$ cat config.mk
export PLATFORM = sky130hd
export DESIGN_NAME = fetch_pc_unit
export DESIGN_NICKNAME = d
export VERILOG_FILES = /design/src/rtl/mips_pkg.sv /design/src/rtl/fetch_pc_unit_next_pc_sel.sv /design/src/rtl/fetch_pc_unit.sv
export SDC_FILE = /design/constraint.sdc
export NUM_CORES = 1
export LEC_CHECK = 0
export ABC_AREA = 1
export CORE_ASPECT_RATIO = 0.75
export CORE_MARGIN = 8
export CORE_UTILIZATION = 45
export CTS_BUF_LIST = sky130_fd_sc_hd__clkbuf_2 sky130_fd_sc_hd__clkbuf_4 sky130_fd_sc_hd__clkbuf_8
export CTS_CLUSTER_DIAMETER = 100
export CTS_CLUSTER_SIZE = 25
export DETAILED_ROUTE_END_ITERATION = 10
export PLACE_DENSITY = 0.78
export SYNTH_ARGS = -nofsm -noshare
export SYNTH_HDL_FRONTEND = slang
export SYNTH_SLANG_ARGS = --single-unit
$ cat constraint.sdc
create_clock -name clk -period 4.15 [get_ports clk]
set_clock_uncertainty 0.2 [all_clocks]
set_input_delay 0.6225 -clock clk [delete_from_list [all_inputs] [get_ports clk]]
set_output_delay 0.6225 -clock clk [all_outputs]
set_load 0.005 [all_outputs]
$ cat src/rtl/mips_pkg.sv
// rtl/mips_pkg.sv - shared fetch-stage types, reset/exception defaults and branch target helper
package mips_pkg;

  typedef enum logic [1:0] {
    ST_BOOT = 2'd0,
    ST_RUN  = 2'd1,
    ST_HALT = 2'd2
  } fetch_state_e;

  localparam logic [31:0] DEF_RESET_VECTOR = 32'h0000_0000;
  localparam logic [31:0] DEF_EXC_VECTOR   = 32'h0000_0180;
  localparam logic [31:0] INSTR_BYTES      = 32'd4;

  // Word offset is relative to the delay-slot address (pc + 4).
  function automatic logic [31:0] branch_target(input logic [31:0] pc_plus4,
                                                input logic [15:0] offset);
    return pc_plus4 + {{14{offset[15]}}, offset, 2'b00};
  endfunction

endpackage

$ cat src/rtl/fetch_pc_unit_next_pc_sel.sv
// rtl/fetch_pc_unit_next_pc_sel.sv - redirect target compute and next-PC priority mux (PC_ALIGN_CHECK_EN)
module next_pc_sel
  import mips_pkg::*;
#(
  parameter logic [31:0] EXC_VECTOR = DEF_EXC_VECTOR
) (
  input  logic [31:0] pc_i,
  input  logic [31:0] pc_plus4_i,
  input  logic        accept_i,
  input  logic        branch_taken_i,
  input  logic [15:0] branch_offset_i,
  input  logic        jump_en_i,
  input  logic [25:0] jump_target_i,
  input  logic        jr_en_i,
  input  logic [31:0] jr_addr_i,
  output logic [31:0] next_pc_o,
  output logic        misalign_o,
  output logic [31:0] target_o
);

  logic redirect;

  assign redirect = jr_en_i | jump_en_i | branch_taken_i;

  always_comb begin
    target_o = branch_target(pc_plus4_i, branch_offset_i);
    if (jr_en_i) begin
      target_o = jr_addr_i;
    end else if (jump_en_i) begin
      target_o = {pc_plus4_i[31:28], jump_target_i, 2'b00};
    end
  end

`ifdef PC_ALIGN_CHECK_EN
  always_comb begin
    next_pc_o  = pc_i;
    misalign_o = 1'b0;
    if (redirect) begin
      // Only a register target can carry low address bits.
      if (target_o[1:0] != 2'b00) begin
        next_pc_o  = EXC_VECTOR;
        misalign_o = 1'b1;
      end else begin
        next_pc_o = target_o;
      end
    end else if (accept_i) begin
      next_pc_o = pc_plus4_i;
    end
  end
`else
  logic unused_exc;

  assign unused_exc = ^EXC_VECTOR;
  assign misalign_o = 1'b0;

  always_comb begin
    next_pc_o = pc_i;
    if (redirect) begin
      next_pc_o = {target_o[31:2], 2'b00};
    end else if (accept_i) begin
      next_pc_o = pc_plus4_i;
    end
  end
`endif

endmodule

$ cat src/rtl/fetch_pc_unit.sv
// rtl/fetch_pc_unit.sv - fetch-stage PC register, BOOT/RUN/HALT control and imem request (PC_ALIGN_CHECK_EN)
module fetch_pc_unit
  import mips_pkg::*;
#(
  parameter logic [31:0] RESET_VECTOR = DEF_RESET_VECTOR,
  parameter logic [31:0] EXC_VECTOR   = DEF_EXC_VECTOR,
  parameter int          CNT_W        = 32
) (
  input  logic             clk,
  input  logic             rst_n,
  input  logic             stall,
  input  logic             halt,
  input  logic             resume,
  input  logic             branch_taken,
  input  logic [15:0]      branch_offset,
  input  logic             jump_en,
  input  logic [25:0]      jump_target,
  input  logic             jr_en,
  input  logic [31:0]      jr_addr,
  input  logic             imem_req_ready,
  output logic             imem_req_valid,
  output logic [31:0]      pc,
  output logic [31:0]      pc_plus4,
  output logic [CNT_W-1:0] fetch_count,
  output logic             misalign_err,
  output logic [31:0]      bad_addr
);

  fetch_state_e     state_q, state_d;
  logic [31:0]      pc_q, pc_d;
  logic [CNT_W-1:0] cnt_q, cnt_d;
  logic             run;
  logic             accept;
  logic             sel_misalign;
  logic [31:0]      sel_target;

  assign run            = (state_q == ST_RUN);
  assign imem_req_valid = run & ~stall;
  assign accept         = imem_req_valid & imem_req_ready;
  assign pc             = pc_q;
  assign pc_plus4       = pc_q + INSTR_BYTES;
  assign fetch_count    = cnt_q;

  always_comb begin
    state_d = state_q;
    case (state_q)
      ST_BOOT: state_d = ST_RUN;
      ST_RUN:  if (halt) state_d = ST_HALT;
      ST_HALT: if (resume && !halt) state_d = ST_RUN;
      default: state_d = ST_BOOT;
    endcase
  end

  assign cnt_d = accept ? cnt_q + CNT_W'(1) : cnt_q;

  // Redirects are qualified by RUN here so BOOT and HALT leave the PC frozen.
  next_pc_sel #(
    .EXC_VECTOR (EXC_VECTOR)
  ) u_next_pc_sel (
    .pc_i            (pc_q),
    .pc_plus4_i      (pc_plus4),
    .accept_i        (accept),
    .branch_taken_i  (branch_taken & run),
    .branch_offset_i (branch_offset),
    .jump_en_i       (jump_en & run),
    .jump_target_i   (jump_target),
    .jr_en_i         (jr_en & run),
    .jr_addr_i       (jr_addr),
    .next_pc_o       (pc_d),
    .misalign_o      (sel_misalign),
    .target_o        (sel_target)
  );

  always_ff @(posedge clk or negedge rst_n) begin
    if (!rst_n) begin
      state_q <= ST_BOOT;
      pc_q    <= RESET_VECTOR;
      cnt_q   <= '0;
    end else begin
      state_q <= state_d;
      pc_q    <= pc_d;
      cnt_q   <= cnt_d;
    end
  end

`ifdef PC_ALIGN_CHECK_EN
  logic        misalign_q;
  logic [31:0] bad_addr_q;

  always_ff @(posedge clk or negedge rst_n) begin
    if (!rst_n) begin
      misalign_q <= 1'b0;
      bad_addr_q <= '0;
    end else begin
      misalign_q <= sel_misalign;
      if (sel_misalign) begin
        bad_addr_q <= sel_target;
      end
    end
  end

  assign misalign_err = misalign_q;
  assign bad_addr     = bad_addr_q;
`else
  logic unused_sel;

  assign unused_sel   = ^{sel_misalign, sel_target};
  assign misalign_err = 1'b0;
  assign bad_addr     = '0;
`endif

endmodule

==> impl_metrics.toml, run 1 <==
[critical_path]
required_ns = 4.20
r2r_cells = 22
regToRegEndpoint = "pc[22]"
crit_path_max_fanout = 4
path_class = "reg -> reg"
worst-endpoint-arrival_ns = 3.86
r2r-start = "pc[3]"
worstSetupStartpointType = "register"
setup.worst_path.start = "pc[3]"
rrSetupSlack_ns = 0.33
worst_setup_path_end_kind = "register"

[drt]
antenna_left = 0
wl_per_cell_um = 17.0
drt_iter0_markers = 728
drc = 0
avgViaCountPerCell = 5.15
first_pass_iters = 6
num_vias = 7697
drt_wl_total_mm = 25.3

[synth]
synth-compound-area-share_pct = 10.8
synthAdderAreaFrac_pct = 7.07
synth-simple-area-share_pct = 37.5
synth_cell_types = 42
synth_seq_area_share_pct = 23.5
synthFlopType = "dfrtp_1"
synth_area_mm2 = 0.00683
async_reset_ff_share_pct = 100
synth-xor-area-share_pct = 8.08
synth_top_area_share_pct = 23.5
synth_top_family_by_area = "simple AND/OR/NAND/NOR gates"
synth-seq-cells = 64
synth_edf_count = 0
synthTopCellsByArea = "dfrtp_1 23%, nand2_1 19%, inv_1 7.9%"
syn-instance-count = 1100
postSynthAreaPerCell_um2 = 6.21
synth_top_area_cell = "dfrtp_1"
synth_mux_area_share_pct = 0
ys_warn_count = 0

[cells_and_area]
antenna_cells = 0
drive_gt1_share_pct = 4.96
nNetsFinal = 1407
post-route-util_pct = 59.8
syn_to_final_growth_pct = 31.6

[timing]
hold_violations = 0
slew_headroom_pct = 26.4
period_minus_slack_ns = 3.82
worst_pin_slew_ns = 1.10
drv_slew = 0
tns_ns = 0
rsz0062_at_grt = "no"
fmax_mhz = 262
period_share_pct = 92.0
setup_viol = 0

[clock_tree]
clk_latency_ns = 0.35
cts-root-buf = "clkbuf_8"
clock-sinks = 64
ctsHtreeMaxLevel = 3
cts_inserted_buffers = 9
clkTransAtPathRegs_ns = 0.08
cts_tree = "built"
clock_path_buffers = 2

[placement]
gp_congestion = 0.996
dp_hpwl_mm = 20.7
io_buffers = 173

[floorplanning]
die_w_um = 158
rows = 39
io_pins = 213
die_y_um = 123
start_util_pct = 45.4
core_area_mm2 = 0.0150
floorplan.die_area_mm2 = 0.0194

[power]
ir_worst_vdd_v = 0.000637
p_leak_uw = 0.00459
power_uw = 6170
power-per-cell-area_mw_per_mm2 = 687

[min_path]
min_path_type = "in -> async"

[grt]
antenna_found_initial = 0
grt_pass1_wl_mm = 38.9
grt_use_total_pct = 25.8
grt_max_degree = 49
grt_pass1_vias = 7088
grt.overflow.total = 0

[outcome]
status = "finished, final reports clean"

[flow_run]
maxCapViolCount = 0
-- cells in the mapped netlist, types with 5 or more instances --
cell type and number:
nor2_2 5, buf_4 37, xor2_1 46, nor2_1 121, nand3_1 60, nand4_1 20, inv_1 143, o21ai_0 45
xnor2_1 17, o211ai_1 11, dfrtp_1 64, o21bai_1 6, nand2_1 351, clkbuf_1 17, or2_2 5, ha_1 37
a21oi_1 50, nor3_1 18
-- worst max-delay path by stage --
| stage | endpoint | slack (ns) | depth (start not counted) |
|---|---|---|---|
| 5_1_grt | pc[27] | 0.002 | 20 |
| 2_1_floorplan | pc[30] | 1.11 | 22 |
| 3_5_place_dp | pc[19] | 0.42 | 20 |
| 4_1_cts | pc[19] | 0.40 | 20 |
| 3_3_place_gp | pc[25] | 0.46 | 22 |
| 6_report | pc[22] | 0.33 | 22 |
-- cells by family (layout without fill, tap and decap cells) --
logic type,after synthesis,in the layout
and+or+nand+nor,604,604
xor gates and xnor gates,63,63
other,1,37
adders and majority gates,38,38
buffers and inverters,201,355
AOI/OAI and AO/OA,129,129
DFF,64,64
-- routing by layer --
metal,wire [µm],track usage [%]
met5,0,0
met3,2610,6.12
met4,548,6.87
met1,11500,36.8
met2,10600,38.2
-- report_power, final --
part           switching, µW  internal (µW)
clock                    257            374
combinational           2650           1820
sequential               261            815
total                   3170           3010
-- critical path: stages (launching register included) --
cell	delay [ns]
dfrtp_1	0.40
ha_1	0.18
nand2_1	0.05
inv_1	0.10
nand2_1	0.09
nor2_1	0.25
and3_1	0.27
nand2_1	0.08
xor2_1	0.17
inv_1	0.13
ha_1	0.36
nand2_1	0.15
inv_1	0.08
nand3_1	0.10
nor3_1	0.17
buf_4	0.17
nand3b_1	0.18
nand4_1	0.15
nand3_1	0.11
nand2_1	0.11
nand2_1	0.09
nand2_1	0.07
nand2_1	0.04
-- through the flow --
step	worst slack (ns)	area [µm²]	hold WS, ns	std cells
final	0.333	8990	0.268	1495
after detailed placement	0.422	8760	0.290	1480
after floorplan	1.11	6960	0.127	1136
after global routing	0.00237	8990	0.331	1495
after global placement	0.457	8760	0.285	1480
after CTS	0.401	8980	0.299	1495
-- cell type report --
cell class	count	area (µm²)
flip-flops and latches	64	1600
well taps	205	256
multi-input cells	871	4470
clock buffers	12	159
inverters	146	548
clock inverters	3	65.1
repair buffers	194	1880
fillers	1494	6040
-- registers in the layout, indices dropped and copies added, names as in the netlist --
| name | flops |
|---|---|
| pc | 30 |
| fetch_count | 32 |
| state_q | 2 |
-- cells in the final DEF, fill, tap and decap left out, types with 5 or more instances in the layout --
cell type,netlist,layout
clkbuf_8,0,11
or2_2,5,5
xor2_1,46,46
buf_4,37,21
dfrtp_1,64,64
nand4_1,20,20
conb_1,1,37
nor2_1,121,119
o211ai_1,11,11
nand3_1,60,60
inv_1,143,143
a21oi_1,50,50
xnor2_1,17,17
clkdlybuf4s50_1,0,172
o21bai_1,6,6
nor3_1,18,18
nor2_2,5,7
ha_1,37,37
nand2_1,351,351
o21ai_0,45,45
-- repair_timing --
action	in CTS	in global routing
setup endpoints to repair	0	2
buffers inserted	0	0
hold buffers	0	0
hold endpoints to repair	0	0
gates resized for setup	0	1
Note: power is estimated with default switching activity, not from simulation.
==> inputs of run 2 (changes only) <==
--- a/config.mk
+++ b/config.mk
@@ -14,6 +14,7 @@
 export CTS_CLUSTER_SIZE = 25
 export DETAILED_ROUTE_END_ITERATION = 10
 export PLACE_DENSITY = 0.78
+export SLEW_MARGIN = 20
 export SYNTH_ARGS = -nofsm -noshare
 export SYNTH_HDL_FRONTEND = slang
 export SYNTH_SLANG_ARGS = --single-unit
==> constraint.sdc (replaced) <==
create_clock -name clk -period 3.53 [get_ports clk]
set_clock_uncertainty 0.2 [all_clocks]
set_input_delay 0.5295 -clock clk [delete_from_list [all_inputs] [get_ports clk]]
set_output_delay 0.5295 -clock clk [all_outputs]
set_load 0.005 [all_outputs]
==> run 2 against run 1 <==
Net effect:
- core utilization is 4.1 points higher
- sequential power is 12% higher
- critical path depth is 10 lower
- critical path type is now reg -> out
- highest routed layer unchanged
- worst setup slack got worse by 0.25 ns
- sequential cell count unchanged
- combinational power increased by 32%
- first-iteration DRC count fell by 15%
- routed wire length up 3.4%
==> impl_metrics.toml, run 2 (synthesis gave the netlist of run 1 again) <==
[drt]
drt_wl_total_mm = 26.2
avgViaCountPerCell = 5.14
num_vias = 7966
drc = 0
first_pass_iters = 5
wl_per_cell_um = 16.9
antenna_left = 0
drt_iter0_markers = 620

[critical_path]
crit_chain = "ha_2 -> nand2_1 -> inv_1 -> nand2_2 -> buf_4 -> nor3_2 -> buf_4 -> nand4_1 -> xor2_1 -> inv_2 -> buf_4 -> clkdlybuf4s50_1"
critical_path.most_common_cell = "buf_4"
required_ns = 2.80
cp_num_buf_inv = 6
regToRegEndpoint = "pc[28]"
r2r_cells = 23
worst-endpoint-arrival_ns = 2.72
worst_setup_path_end_kind = "output port"
slowest_delay_ns = 0.43
slowest_stage = "clkdlybuf4s50_1"
rrSetupSlack_ns = 0.12
r2r-start = "pc[3]"
crit_path_max_fanout = 3
crit_cells = 12
crit_family = "buffers and inverters"
path_class = "reg -> out"
worstSetupStartpointType = "register"

[cells_and_area]
final_common_cell = "nand2_1"
antenna_cells = 0
drive_gt1_share_pct = 12.8
layout_common_cells = "341 x nand2_1, 172 x clkdlybuf4s50_1, 141 x inv_1"
syn_to_final_growth_pct = 40.7
fin_area_mm2 = 0.00961
largest_register_ffs = 32
nNetsFinal = 1460

[grt]
grt.overflow.total = 0
grt_use_total_pct = 25.9
grt_pass1_vias = 7386
grt_pass1_wl_mm = 39.0
grt_max_degree = 43
antenna_found_initial = 0

[placement]
io_buffers = 173
place_area_mm2 = 0.00914
gp_congestion = 0.975
dp_hpwl_mm = 21.4

[clock_tree]
cts_tree = "built"
cts-root-buf = "clkbuf_8"
clock_path_buffers = 2
clk_latency_ns = 0.35
clock-sinks = 64
cts_inserted_buffers = 9
ctsHtreeMaxLevel = 3
clkTransAtPathRegs_ns = 0.08

[floorplanning]
core_area_mm2 = 0.0150
start_util_pct = 45.4
rows = 39
die_y_um = 123
die_w_um = 158
io_pins = 213
floorplan.die_area_mm2 = 0.0194

[timing]
rsz0062_at_grt = "yes"
setup_viol = 0
slew_headroom_pct = 39.7
period_share_pct = 97.8
period_minus_slack_ns = 3.45
drv_slew = 0
worst_pin_slew_ns = 0.904
fmax_mhz = 290
hold_violations = 0

[power]
power-per-cell-area_mw_per_mm2 = 809
p_leak_uw = 0.00483
power_uw = 7770
ir_worst_vdd_v = 0.000503

[flow_run]
maxCapViolCount = 0

[min_path]
min_path_type = "in -> async"

[outcome]
status = "finished, final reports clean"
==> run 2: cell types whose count changed in the layout (fill, tap and decap cells not counted), sizes merged <==
cell,change
buf,+53
clkbuf,-3
clkinvlp,+3
bufinv,-1
clkinv,+1
inv,+1
==> run 2: report_power, final <==
part           internal [µW]  switching (µW)  total, µW
clock                    326             316        641
sequential               958             252       1210
combinational           2530            3390       5920
==> run 2: layer usage <==
layer	vias to the layer above	track usage [%]	wire, µm
met5	-	0	0
met4	0	7.81	682
met3	40	7.25	2840
met2	395	39.5	11400
met1	3611	35.0	11300
li1	3920	-	-
==> run 2: how the worst max path moves through the flow <==
stage | from | end | slack, ns
3_3_place_gp | pc[3] | pc[30] | 0.06
4_1_cts | pc[3] | pc[30] | 0.02
3_5_place_dp | pc[3] | pc[30] | -0.007
6_report | pc[3] | pc_plus4[26] | 0.08
5_1_grt | pc[3] | pc[28] | -0.10
2_1_floorplan | pc[3] | pc[30] | 0.49
==> run 2: cell type report <==
class	instances	area, µm²
sequential	64	1600
multi-input combinational	871	4720
timing repair buffer	247	2280
fill	1420	5420
tap	205	256
clock inverter	7	71.3
clock buffer	9	124
inverter	146	548
==> run 2: worst register-to-register path, cell delays in order, from the launching register on <==
cell and delay (ns):
dfrtp_1 0.39, ha_2 0.19, nand2_1 0.05, inv_1 0.07
nand2_2 0.08, buf_4 0.14, nor3_2 0.11, buf_4 0.16
nand4_1 0.17, xor2_1 0.32, inv_2 0.11, ha_4 0.31
nand2_2 0.07, buf_4 0.14, nor2_4 0.10, nand2_1 0.07
nor2_1 0.09, nand2_1 0.07, nand4_1 0.11, nand3_2 0.09
nand2_1 0.07, nand2_1 0.05, nand2_1 0.07, nand2_1 0.06
==> run 2: repair_timing <==
| item | 4_1_cts | 5_1_grt |
|---|---|---|
| resized for setup | 1 | 66 |
| setup endpoints to repair | 2 | 26 |
| pin swaps | 0 | 10 |
| setup buffers | 0 | 3 |
| hold buffers | 0 | 0 |
==> run 2: metrics by stage <==
step / utilization (%) / std cells / hold slack [ns] / setup WS, ns / TNS [ns]
2_1_floorplan: - / 1136 / 0.0339 / 0.487 / 0
3_3_place_gp: 60.8 / 1530 / 0.285 / 0.0639 / 0
3_5_place_dp: 60.8 / 1530 / 0.292 / -0.00712 / -0.00712
4_1_cts: 62.1 / 1546 / 0.0688 / 0.0162 / 0
5_1_grt: 63.9 / 1549 / 0.102 / -0.103 / -0.574
6_report: 63.9 / 1549 / 0.0521 / 0.0788 / 0
